--- src/rtl/div.sv ---
// Sequential restoring divider: one quotient bit per clock, start/fin handshake.
//
//  state  | meaning
//  -------+---------------------------------------------------------------
//  S_IDLE | waiting for start; Q/R/dz hold the last result
//  S_RUN  | DW shift/compare/subtract iterations, one per edge
//  S_DONE | fin high for this single cycle, then back to S_IDLE
module div #(
    parameter int DW = 16,
    parameter int W  = 8
) (
    input  logic          ck,
    input  logic          rst_n,
    input  logic [DW-1:0] N,
    input  logic [W-1:0]  D,
    input  logic          start,
    output logic [DW-1:0] Q,
    output logic [W-1:0]  R,
    output logic          fin,
    output logic          busy,
    output logic          dz
);

    localparam int CW = (DW > 1) ? $clog2(DW) : 1;

    typedef enum logic [1:0] {S_IDLE, S_RUN, S_DONE} state_t;

    state_t        state_q, state_d;
    logic [DW-1:0] n_sh_q, n_sh_d;
    logic [W-1:0]  d_q, d_d;
    logic [W-1:0]  rem_q, rem_d;
    logic [DW-1:0] quo_q, quo_d;
    logic [CW-1:0] cnt_q, cnt_d;
    logic [DW-1:0] q_q, q_d;
    logic [W-1:0]  r_q, r_d;
    logic          dz_q, dz_d;
    logic          fin_q, fin_d;

    // Trial value is W+1 bits wide so the compare cannot overflow; after a
    // successful subtract the difference is below D and always fits in W bits.
    logic [W:0]    p;
    logic          ge;

    // Next-state, datapath step and result capture.
    always_comb begin
        state_d = state_q;
        n_sh_d  = n_sh_q;
        d_d     = d_q;
        rem_d   = rem_q;
        quo_d   = quo_q;
        cnt_d   = cnt_q;
        q_d     = q_q;
        r_d     = r_q;
        dz_d    = dz_q;
        fin_d   = 1'b0;
        p       = {rem_q, n_sh_q[DW-1]};
        ge      = (p >= {1'b0, d_q});

        case (state_q)
            S_IDLE: begin
                if (start) begin
                    if (D != '0) begin
                        n_sh_d  = N;
                        d_d     = D;
                        rem_d   = '0;
                        quo_d   = '0;
                        cnt_d   = '0;
                        dz_d    = 1'b0;
                        state_d = S_RUN;
                    end else begin
                        q_d     = '1;
                        r_d     = '0;
                        dz_d    = 1'b1;
                        fin_d   = 1'b1;
                        state_d = S_DONE;
                    end
                end
            end
            S_RUN: begin
                n_sh_d = n_sh_q << 1;
                quo_d  = (quo_q << 1) | DW'(ge);
                rem_d  = ge ? W'(p - {1'b0, d_q}) : p[W-1:0];
                cnt_d  = cnt_q + 1'b1;
                if (cnt_q == CW'(DW - 1)) begin
                    q_d     = quo_d;
                    r_d     = rem_d;
                    fin_d   = 1'b1;
                    state_d = S_DONE;
                end
            end
            S_DONE: begin
                state_d = S_IDLE;
            end
            default: begin
                state_d = S_IDLE;
            end
        endcase
    end

    // State and datapath registers; reset abandons any in-flight operation.
    always_ff @(posedge ck or negedge rst_n) begin
        if (!rst_n) begin
            state_q <= S_IDLE;
            n_sh_q  <= '0;
            d_q     <= '0;
            rem_q   <= '0;
            quo_q   <= '0;
            cnt_q   <= '0;
            q_q     <= '0;
            r_q     <= '0;
            dz_q    <= 1'b0;
            fin_q   <= 1'b0;
        end else begin
            state_q <= state_d;
            n_sh_q  <= n_sh_d;
            d_q     <= d_d;
            rem_q   <= rem_d;
            quo_q   <= quo_d;
            cnt_q   <= cnt_d;
            q_q     <= q_d;
            r_q     <= r_d;
            dz_q    <= dz_d;
            fin_q   <= fin_d;
        end
    end

    assign Q    = q_q;
    assign R    = r_q;
    assign fin  = fin_q;
    assign dz   = dz_q;
    assign busy = (state_q != S_IDLE);

endmodule

--- config.mk ---
export PLATFORM = sky130hd
export DESIGN_NAME = div
export DESIGN_NICKNAME = d
export VERILOG_FILES = /design/src/rtl/div.sv
export SDC_FILE = /design/constraint.sdc
export NUM_CORES = 1
export LEC_CHECK = 0
export CORE_MARGIN = 10
export CORE_UTILIZATION = 61
export CTS_BUF_LIST = sky130_fd_sc_hd__clkbuf_8
export CTS_CLUSTER_SIZE = 10
export DETAILED_ROUTE_END_ITERATION = 8
export PLACE_DENSITY = 0.93
export SLEW_MARGIN = 0
export SYNTH_ARGS = -nofsm -noshare
export SYNTH_HDL_FRONTEND = slang
export SYNTH_SLANG_ARGS = --single-unit
export TNS_END_PERCENT = 1
--- constraint.sdc ---
create_clock -name ck -period 3.9 [get_ports ck]
set_input_delay 0.39 -clock ck [delete_from_list [all_inputs] [get_ports ck]]
set_output_delay 0.39 -clock ck [all_outputs]
set_load 0.01 [all_outputs]
== Yosys cells after proc, flatten, opt, wreduce, memory -nomap -nowiden ==
Cells that the tools add are included.
W data, S select, Z words.
Operators by class
  $add $sub $neg: 2
  multiply operators: 0
  divide/modulo/power cells: 0
  order comparisons: 1
  eq/ne operators: 6
  shift-type cells: 0
  multiplexer cells: 29
  bitwise gates (word level): 1
  reductions and logical operators: 9
Operators by type and width (number)
  $mux W16: 5
  $pmux W16 S2: 2
  $mux W8: 6
  $pmux W8 S2: 2
  $mux W15: 2
  $pmux W15 S2: 1
  $or A16 B1 Y16: 1
  $ge A9 B8 Y1: 1
  $mux W4: 2
  $ne A2 B2 Y1 const B: 4
  $pmux W4 S2: 1
  $reduce_bool A8 Y1: 1
  $sub A8 B8 Y8: 1
  $mux W2: 3
  $reduce_and A3 Y1: 2
  $add A4 B1 Y4 const B: 1
  $eq A4 B4 Y1 const B: 1
  $pmux W2 S2: 1
  $reduce_and A2 Y1: 2
  $reduce_and A4 Y1: 1
  $reduce_bool A2 Y1: 2
  $mux W1: 3
  $eq A2 B1 Y1 const B: 1
  $logic_not A2 Y1: 1
  $pmux W1 S2: 1
Storage, ports and cells
  register bits: 79
  bits in latches: 0
  RAM bits: 0
  memory bits (read-only): 0
  input bits: 27
  logic and storage cells: 58
  memories kept: 0

== Logic depth before layout (Yosys ltp) ==
Gate-level depths: netlist of the first run.
  depth after elaboration: 4
  depth in mapped cells: 9
  depth with buffers taken out: 8

== Worst setup path after synthesis of the first run ==
OpenSTA, ideal clock, no wires.
  kind: register to register
  start point: reg n_sh_q[15]
  end point: reg rem_q[6]
  setup time: 0.130 ns
  arrival time: 1.654 ns
  required time: 3.770 ns
  slack: 2.116 ns
  cell stages (with the launch flop): 9
  clock period less this slack: 1.784 ns
  path through: dfrtp_1 inv_1 ha_1 fa_1 nor2b_1 o31a_1 mux2i_1 a31o_2 o21ai_1
On the way
  cells in the longest elaborated chain, start to end: 3
  elaborated cells between the ends (all ways): 4
  classes of those cells: add/sub: 1; order compare: 1; mux: 2
Ends and longest elaborated chain
  start, declared: RTL line 29  | logic [DW-1:0] n_sh_q, n_sh_d;
  start signal, assigned: RTL line 115  | n_sh_q <= n_sh_d;
  $sub A8 B8 Y8 / $ge A9 B8 Y1 (equally long branches): RTL line 82, 57
  $mux W8 (*): RTL line 82  | rem_d = ge ? W'(p - {1'b0, d_q}) : p[W-1:0];
  $pmux W8 S2 (*): RTL line 59  | case (state_q)
  end signal, assigned: RTL line 117  | rem_q <= rem_d;
  end, declared: RTL line 31  | logic [W-1:0] rem_q, rem_d;
Every way passes the cells marked *; elsewhere a longest branch is shown, timed or not.
A chain may end at the register's enable or synchronous reset.

== Worst setup path in the final report of the first run ==
  start point: reg rem_q[5]
  end point: reg rem_q[0]
On the way
  cells in the longest elaborated chain, start to end: 3
Ends and longest elaborated chain
  $ge A9 B8 Y1: RTL line 57  | ge = (p >= {1'b0, d_q});
  $mux W8: RTL line 82
  $pmux W8 S2: RTL line 59
No other way between the ends.

==> results of run 1 <==
[where the power goes]
part | switching [uW] | internal (uW) | total, uW
clock | 319 | 303 | 622
combinational | 1090 | 814 | 1900
sequential | 244 | 1190 | 1430
total | 1650 | 2300 | 3960
[layout make-up]
cell class	count	area (um^2)
flip-flops and latches	79	1980
multi-input cells	260	1570
fillers	411	1470
repair buffers	57	558
clock buffers	9	124
inverters	30	113
well taps	75	93.8
clock inverters	7	81.3
[sequential cells by signal, summed over array words and instances (netlist names)]
| register | count |
|---|---|
| Q | 16 |
| R | 8 |
| cnt_q | 4 |
| d_q | 8 |
| dz | 1 |
| fin | 1 |
| n_sh_q | 16 |
| quo_q | 15 |
| rem_q | 8 |
| state_q | 2 |
[how the worst min path moves through the flow]
stage / start / end / depth (start not counted)
2_1_floorplan: rst_n / Q[0]$_DFFE_PN0P_ / 0
3_3_place_gp: R[4]$_DFFE_PN0P_ / R[4]$_DFFE_PN0P_ / 2
3_5_place_dp: R[2]$_DFFE_PN0P_ / R[2]$_DFFE_PN0P_ / 2
4_1_cts: rst_n / Q[8]$_DFFE_PN0P_ / 1
5_1_grt: rst_n / Q[7]$_DFFE_PN0P_ / 1
6_report: rst_n / Q[7]$_DFFE_PN0P_ / 1
[routing by layer]
metal	up-vias	wire length [um]
li1	1435	-
met1	1446	3690
met2	116	4210
met3	21	652
met4	0	187
met5	-	0
[cells in the mapped netlist (all sizes together)]
| master | instances | area, um^2 |
|---|---|---|
| dfrtp | 79 | 1980 |
| nand2 | 72 | 270 |
| o21ai | 55 | 275 |
| inv | 30 | 113 |
| a21oi | 25 | 144 |
| mux2i | 18 | 180 |
| nor3 | 18 | 90.1 |
| buf | 12 | 86.3 |
| clkbuf | 11 | 41.3 |
| ha | 9 | 113 |
| nand3 | 7 | 40.0 |
| nor2 | 7 | 28.8 |
| a32oi | 6 | 52.6 |
| nor2b | 5 | 31.3 |
| o31ai | 5 | 37.5 |
| mux2 | 3 | 33.8 |
| nand2b | 3 | 18.8 |
| xnor2 | 3 | 26.3 |
| a31o | 2 | 17.5 |
| a31oi | 2 | 12.5 |
| and2 | 2 | 13.8 |
| nor4 | 2 | 42.5 |
| o211ai | 2 | 15.0 |
| o21a | 2 | 15.0 |
| or2 | 2 | 12.5 |
| or3 | 2 | 12.5 |
| a21boi | 1 | 7.51 |
| a22o | 1 | 8.76 |
| a2bb2oi | 1 | 8.76 |
| fa | 1 | 20.0 |
| nand4b | 1 | 8.76 |
| o2111ai | 1 | 8.76 |
| o221ai | 1 | 15.0 |
| o31a | 1 | 8.76 |
[cell families (layout without fill, tap and decap cells)]
group                    Yosys count  in the layout  share of synthesized area (%)
adder cells (fa/ha/maj)           10             10                           3.50
AO/OA/AOI/OAI                    105            105                           16.6
flip-flops                        79             79                           52.2
buffers and inverters             53            103                           6.34
multiplexers                      21             21                           5.65
AND/OR/NAND/NOR                  121            121                           15.0
XOR/XNOR                           3              3                          0.694
[critical path, delay by kind of cell, from the launching register on]
family                     cells  cell delay (ns)
muxes                          1             0.43
DFF                            1             0.44
AOI/OAI and AO/OA              4             1.33
adders and majority gates      1             0.38
[per-stage QoR]
| stage | cell area, um^2 | hold WS [ns] | utilization [%] | power (uW) | setup slack [ns] |
|---|---|---|---|---|---|
| 2_1_floorplan | 3790 | 0.0944 | - | 2710 | 2.12 |
| 3_3_place_gp | 4310 | 0.464 | 72.0 | 3170 | 1.30 |
| 3_5_place_dp | 4310 | 0.469 | 72.0 | 3290 | 1.23 |
| 4_1_cts | 4520 | 0.211 | 75.4 | 3950 | 1.23 |
| 5_1_grt | 4520 | 0.240 | 75.4 | 4240 | 1.06 |
| 6_report | 4520 | 0.147 | 75.4 | 3960 | 1.20 |
[cell usage in the layout, fill, tap and decap left out, types with 3 or more instances in the layout]
cell type	instances
mux2i_1	18
a21oi_2	5
nand2_1	72
clkinv_4	3
xnor2_1	3
o21ai_0	52
mux2_2	3
nor3_1	18
nor2_1	6
inv_1	29
a32oi_1	6
o31ai_1	5
clkbuf_8	9
nand2b_1	3
buf_4	5
ha_1	9
a21oi_1	20
o21ai_1	3
clkdlybuf4s50_1	52
nor2b_1	4
dfrtp_1	79
nand3_1	6
==> summary.txt, run 1 <==
Setup Viol. Count Final - 0
Port Buffer Count - 53
Seq/Total Area, Yosys - 52.2%
Worst setup EP type - flop
Number of synthesis warnings - 0
Fin. max-slew vios - 0
Post-CTS resize count - 0
Hpwl dp - 6060 um
Total congestion overflow - 0
Synthesis-stage register bit count - 79
Worst-margin pin slew - 1.15 ns
RSZ-0062 raised after global routing - false
Clock insertion delay at the later pin of the skew report - 0.36 ns
Type of origin of the critical path - flop
Final Cycle Share - 69.2%
Synthesized instance count - 392
Reg2reg end - rem_q[0]$_DFFE_PN0P_
Largest net degree at the start of global routing - 80
CP Capture Point - rem_q[0]$_DFFE_PN0P_
Placed cell count - 501
DR WL/cell - 16.9 um
Critical Path Fanout Max - 21
Status - complete, no violations
Root buffer selected by CTS - clkbuf_8
IO Count - 54
Yosys cell types - 44
Share of cells above drive strength 1 - 9.05%
Final std cells w/o fill - 517
Diode count - 0
Worst-path clk slew - 0.09 ns
CTS tree - yes
Placer Congestion - 0.888
Final hold violations - 0
Worst EP required - 4.16 ns
Worst r2r src - rem_q[5]$_DFFE_PN0P_
Core Box Area - 5990 um^2
Worst Hold Class - in -> async
CTS H-Tree Depth - 3
Vias - 3,018
Power per cell area - 876 nW/um^2
Final Skew - 0.0133 ns
Site row count - 28
GR Util met3 - 6.28%
Crit-path cells - ha_1 > a21oi_2 > o221ai_2 > a21oi_2 > mux2_2 > o21ai_0
CP startpoint - rem_q[5]$_DFFE_PN0P_
CTS Buffer Depth - 2
1st-iter DRT viols - 204
Worst Reg-to-Reg Cells - 6
Post-route DRC violation count - 0
Layout area overhead - 19.3%
Die Y - 98.8 um
Routed Antenna Nets - 0
Met1 Usage GRT - 22.0%
GRT Util Overall - 18.2%
Busiest grt layer - met2
Fmax - 370 MHz
Total CTS buffers - 9
Setup_tns - 0 ns
Vias in the first global route - 3,075
Die area - 9760 um^2
Slowest Stage Delay on Critical Path - 0.76 ns
Slowest-stage cell, CP - a21oi_2
Most common cell on crit path - a21oi_2
Rel. slew slack - 23.1%
Mapped Area - 3790 um^2
Leakage power - 0.00204 uW
Critical path type - reg -> reg
Syn nets - 429
First-pass GRT wire length - 14,800 um
Peak supply drop - 0.000540 V
Met2 Use GR - 28.9%
CP Data Arrival Time - 2.96 ns
DR pass1 iterations - 5
CTS Hold Bufs - 0
Layout net count - 474
DRT Wirelength - 8750 um
Syn Area/Cell - 9.66 um^2
Min cycle time layout - 2.70 ns
Worst reg-to-reg setup slack - 1.20 ns
Clk sink count - 79
# Max-Cap Violations - 0
Post-CTS Setup Repair Bufs - 0
Vias per std cell - 5.84
Die X - 98.8 um
Antenna violations before repair - 0
Starting Density - 63.2%
Note: power is estimated with default switching activity, not from simulation.
==> run 2, diff against run 1 <==
--- a/config.mk
+++ b/config.mk
@@ -6,11 +6,11 @@
 export NUM_CORES = 1
 export LEC_CHECK = 0
 export CORE_MARGIN = 10
-export CORE_UTILIZATION = 61
+export CORE_UTILIZATION = 56
 export CTS_BUF_LIST = sky130_fd_sc_hd__clkbuf_8
 export CTS_CLUSTER_SIZE = 10
 export DETAILED_ROUTE_END_ITERATION = 8
-export PLACE_DENSITY = 0.93
+export PLACE_DENSITY = 0.87
 export SLEW_MARGIN = 0
 export SYNTH_ARGS = -nofsm -noshare
 export SYNTH_HDL_FRONTEND = slang
==> constraint.sdc (replaced) <==
create_clock -name ck -period 2.5 [get_ports ck]
set_input_delay 0.25 -clock ck [delete_from_list [all_inputs] [get_ports ck]]
set_output_delay 0.25 -clock ck [all_outputs]
set_load 0.01 [all_outputs]
==> run 2 against run 1 <==
  * Non-clock buffer count up 5
  * Die area up 7.1%
  * Hold slack worse by 0.12 ns
  * Worst setup slack worse by 0.84 ns
  * Fmax up 26%
  * Wire length down 2.3%
  * Sequential power up 56%
  * Global-route usage down 1.2 points
  * Combinational power up 56%
  * Largest power group unchanged
  * Cell count up 1.4%
  * Largest cell class unchanged
==> summary.txt, run 2 (synthesized netlist as in run 1, its figures left out) <==
First-pass GRT wire length - 14,100 um
CTS Buffer Depth - 2
Vias in the first global route - 3,023
Min cycle time layout - 2.14 ns
DR pass1 iterations - 4
Tot Pwr - 6250 uW
Die Y - 102 um
Fmax - 467 MHz
Rel. slew slack - 35.7%
Most common cell after layout, fill and taps aside - dfrtp_1
Worst-margin pin slew - 0.957 ns
DRT Wirelength - 8540 um
Vias per std cell - 5.74
RSZ-0062 raised after global routing - false
Type of origin of the critical path - flop
CTS H-Tree Depth - 3
Share of cells above drive strength 1 - 9.84%
1st-iter DRT viols - 244
Largest net degree at the start of global routing - 80
Setup Viol. Count Final - 0
Layout net count - 479
Leakage power - 0.00208 uW
CTS Hold Bufs - 0
CP bufs+invs - 0
Post-CTS resize count - 0
Layout area overhead - 21.2%
Routed Antenna Nets - 0
Core Box Area - 6460 um^2
Root buffer selected by CTS - clkbuf_8
Setup_tns - 0 ns
Site row count - 29
Die area - 10,500 um^2
Clk sink count - 79
Total congestion overflow - 0
Vias - 3,008
Post-CTS Setup Repair Bufs - 0
DR WL/cell - 16.3 um
Diode count - 0
Worst setup EP type - flop
Starting Density - 58.6%
Worst Hold Class - in -> async
Slowest Stage Delay on Critical Path - 0.42 ns
# Max-Cap Violations - 0
Final Cycle Share - 85.7%
IO Count - 54
Most common cell on crit path - a21oi_2
Slowest-stage cell, CP - dfrtp_1
Final Skew - 0.00859 ns
CP Data Arrival Time - 2.41 ns
Antenna violations before repair - 0
Peak supply drop - 0.000861 V
Critical path type - reg -> reg
Status - complete, no violations
Total CTS buffers - 9
Placer Congestion - 0.873
Final hold violations - 0
Crit-path cells - ha_1 > a21oi_2 > o221ai_2 > a21oi_2 > mux2_2 > o21ai_0
Port Buffer Count - 53
Most frequent cells in the layout - 79 x dfrtp_1, 72 x nand2_1, 52 x o21ai_0, 52 x clkdlybuf4s50_1, 30 x inv_1
Fin. max-slew vios - 0
Power per cell area - 1360 nW/um^2
Clock insertion delay at the later pin of the skew report - 0.36 ns
GRT Util Overall - 17.0%
CTS tree - yes
Worst-path clk slew - 0.09 ns
Post-route DRC violation count - 0
Die X - 102 um
CP top delay family - compound AO/OA/AOI/OAI gates
Worst EP required - 2.77 ns
Critical Path Fanout Max - 6
Hpwl dp - 6090 um
run 2: power breakdown:
part	internal, uW	switching [uW]
Clock	566	495
Sequential	1850	381
Combinational	1310	1650
Total	3730	2520
run 2: stage by stage:
stage	area [um^2]	hold slack [ns]	cells	util [%]	setup slack [ns]
2_1_floorplan	3790	-0.0456	392	-	0.716
3_3_place_gp	4370	0.459	508	67.6	0.249
3_5_place_dp	4370	0.464	508	67.6	0.193
4_1_cts	4590	0.0688	524	71.0	0.344
5_1_grt	4590	0.110	524	71.0	0.239
6_report	4590	0.0293	524	71.0	0.357
run 2: worst reg2reg max path: stages (launching register included):
cell      delay, ns
dfrtp_1        0.42
ha_1           0.37
a21oi_2        0.27
o221ai_2       0.13
a21oi_2        0.31
mux2_2         0.39
o21ai_0        0.18
run 2: cell type report:
class,instances,area (um^2)
flip-flops and latches,79,1980
fillers,508,1870
multi-input cells,260,1580
repair buffers,62,596
clock buffers,9,124
inverters,30,113
clock inverters,7,97.6
well taps,77,96.3
run 2: path summary, 6_finish.rpt:
| path | start | slack (ns) | cells after the start | end |
|---|---|---|---|---|
| worst max register to register | rem_q[5]$_DFFE_PN0P_ | 0.36 | 6 | R[0]$_DFFE_PN0P_ |
| worst max-delay path | rem_q[5]$_DFFE_PN0P_ | 0.36 | 6 | R[0]$_DFFE_PN0P_ |
| min in group ck | n_sh_q[3]$_DFFE_PN0P_ | 0.49 | 2 | n_sh_q[4]$_DFFE_PN0P_ |
| max in group asynchronous | rst_n | 1.85 | 1 | d_q[0]$_DFFE_PN0P_ |
| worst min register to register | n_sh_q[3]$_DFFE_PN0P_ | 0.49 | 2 | n_sh_q[4]$_DFFE_PN0P_ |
| worst min-delay path | rst_n | 0.03 | 1 | n_sh_q[3]$_DFFE_PN0P_ |
run 2: per-layer routing:
layer	share of wire, %	wire length [um]	vias to the layer above	track usage [%]
met2	47	4050	84	26.4
met4	2.4	204	0	8.89
met5	0	0	-	0
met3	5.6	475	17	4.25
li1	-	-	1437	-
met1	45	3810	1470	21.5
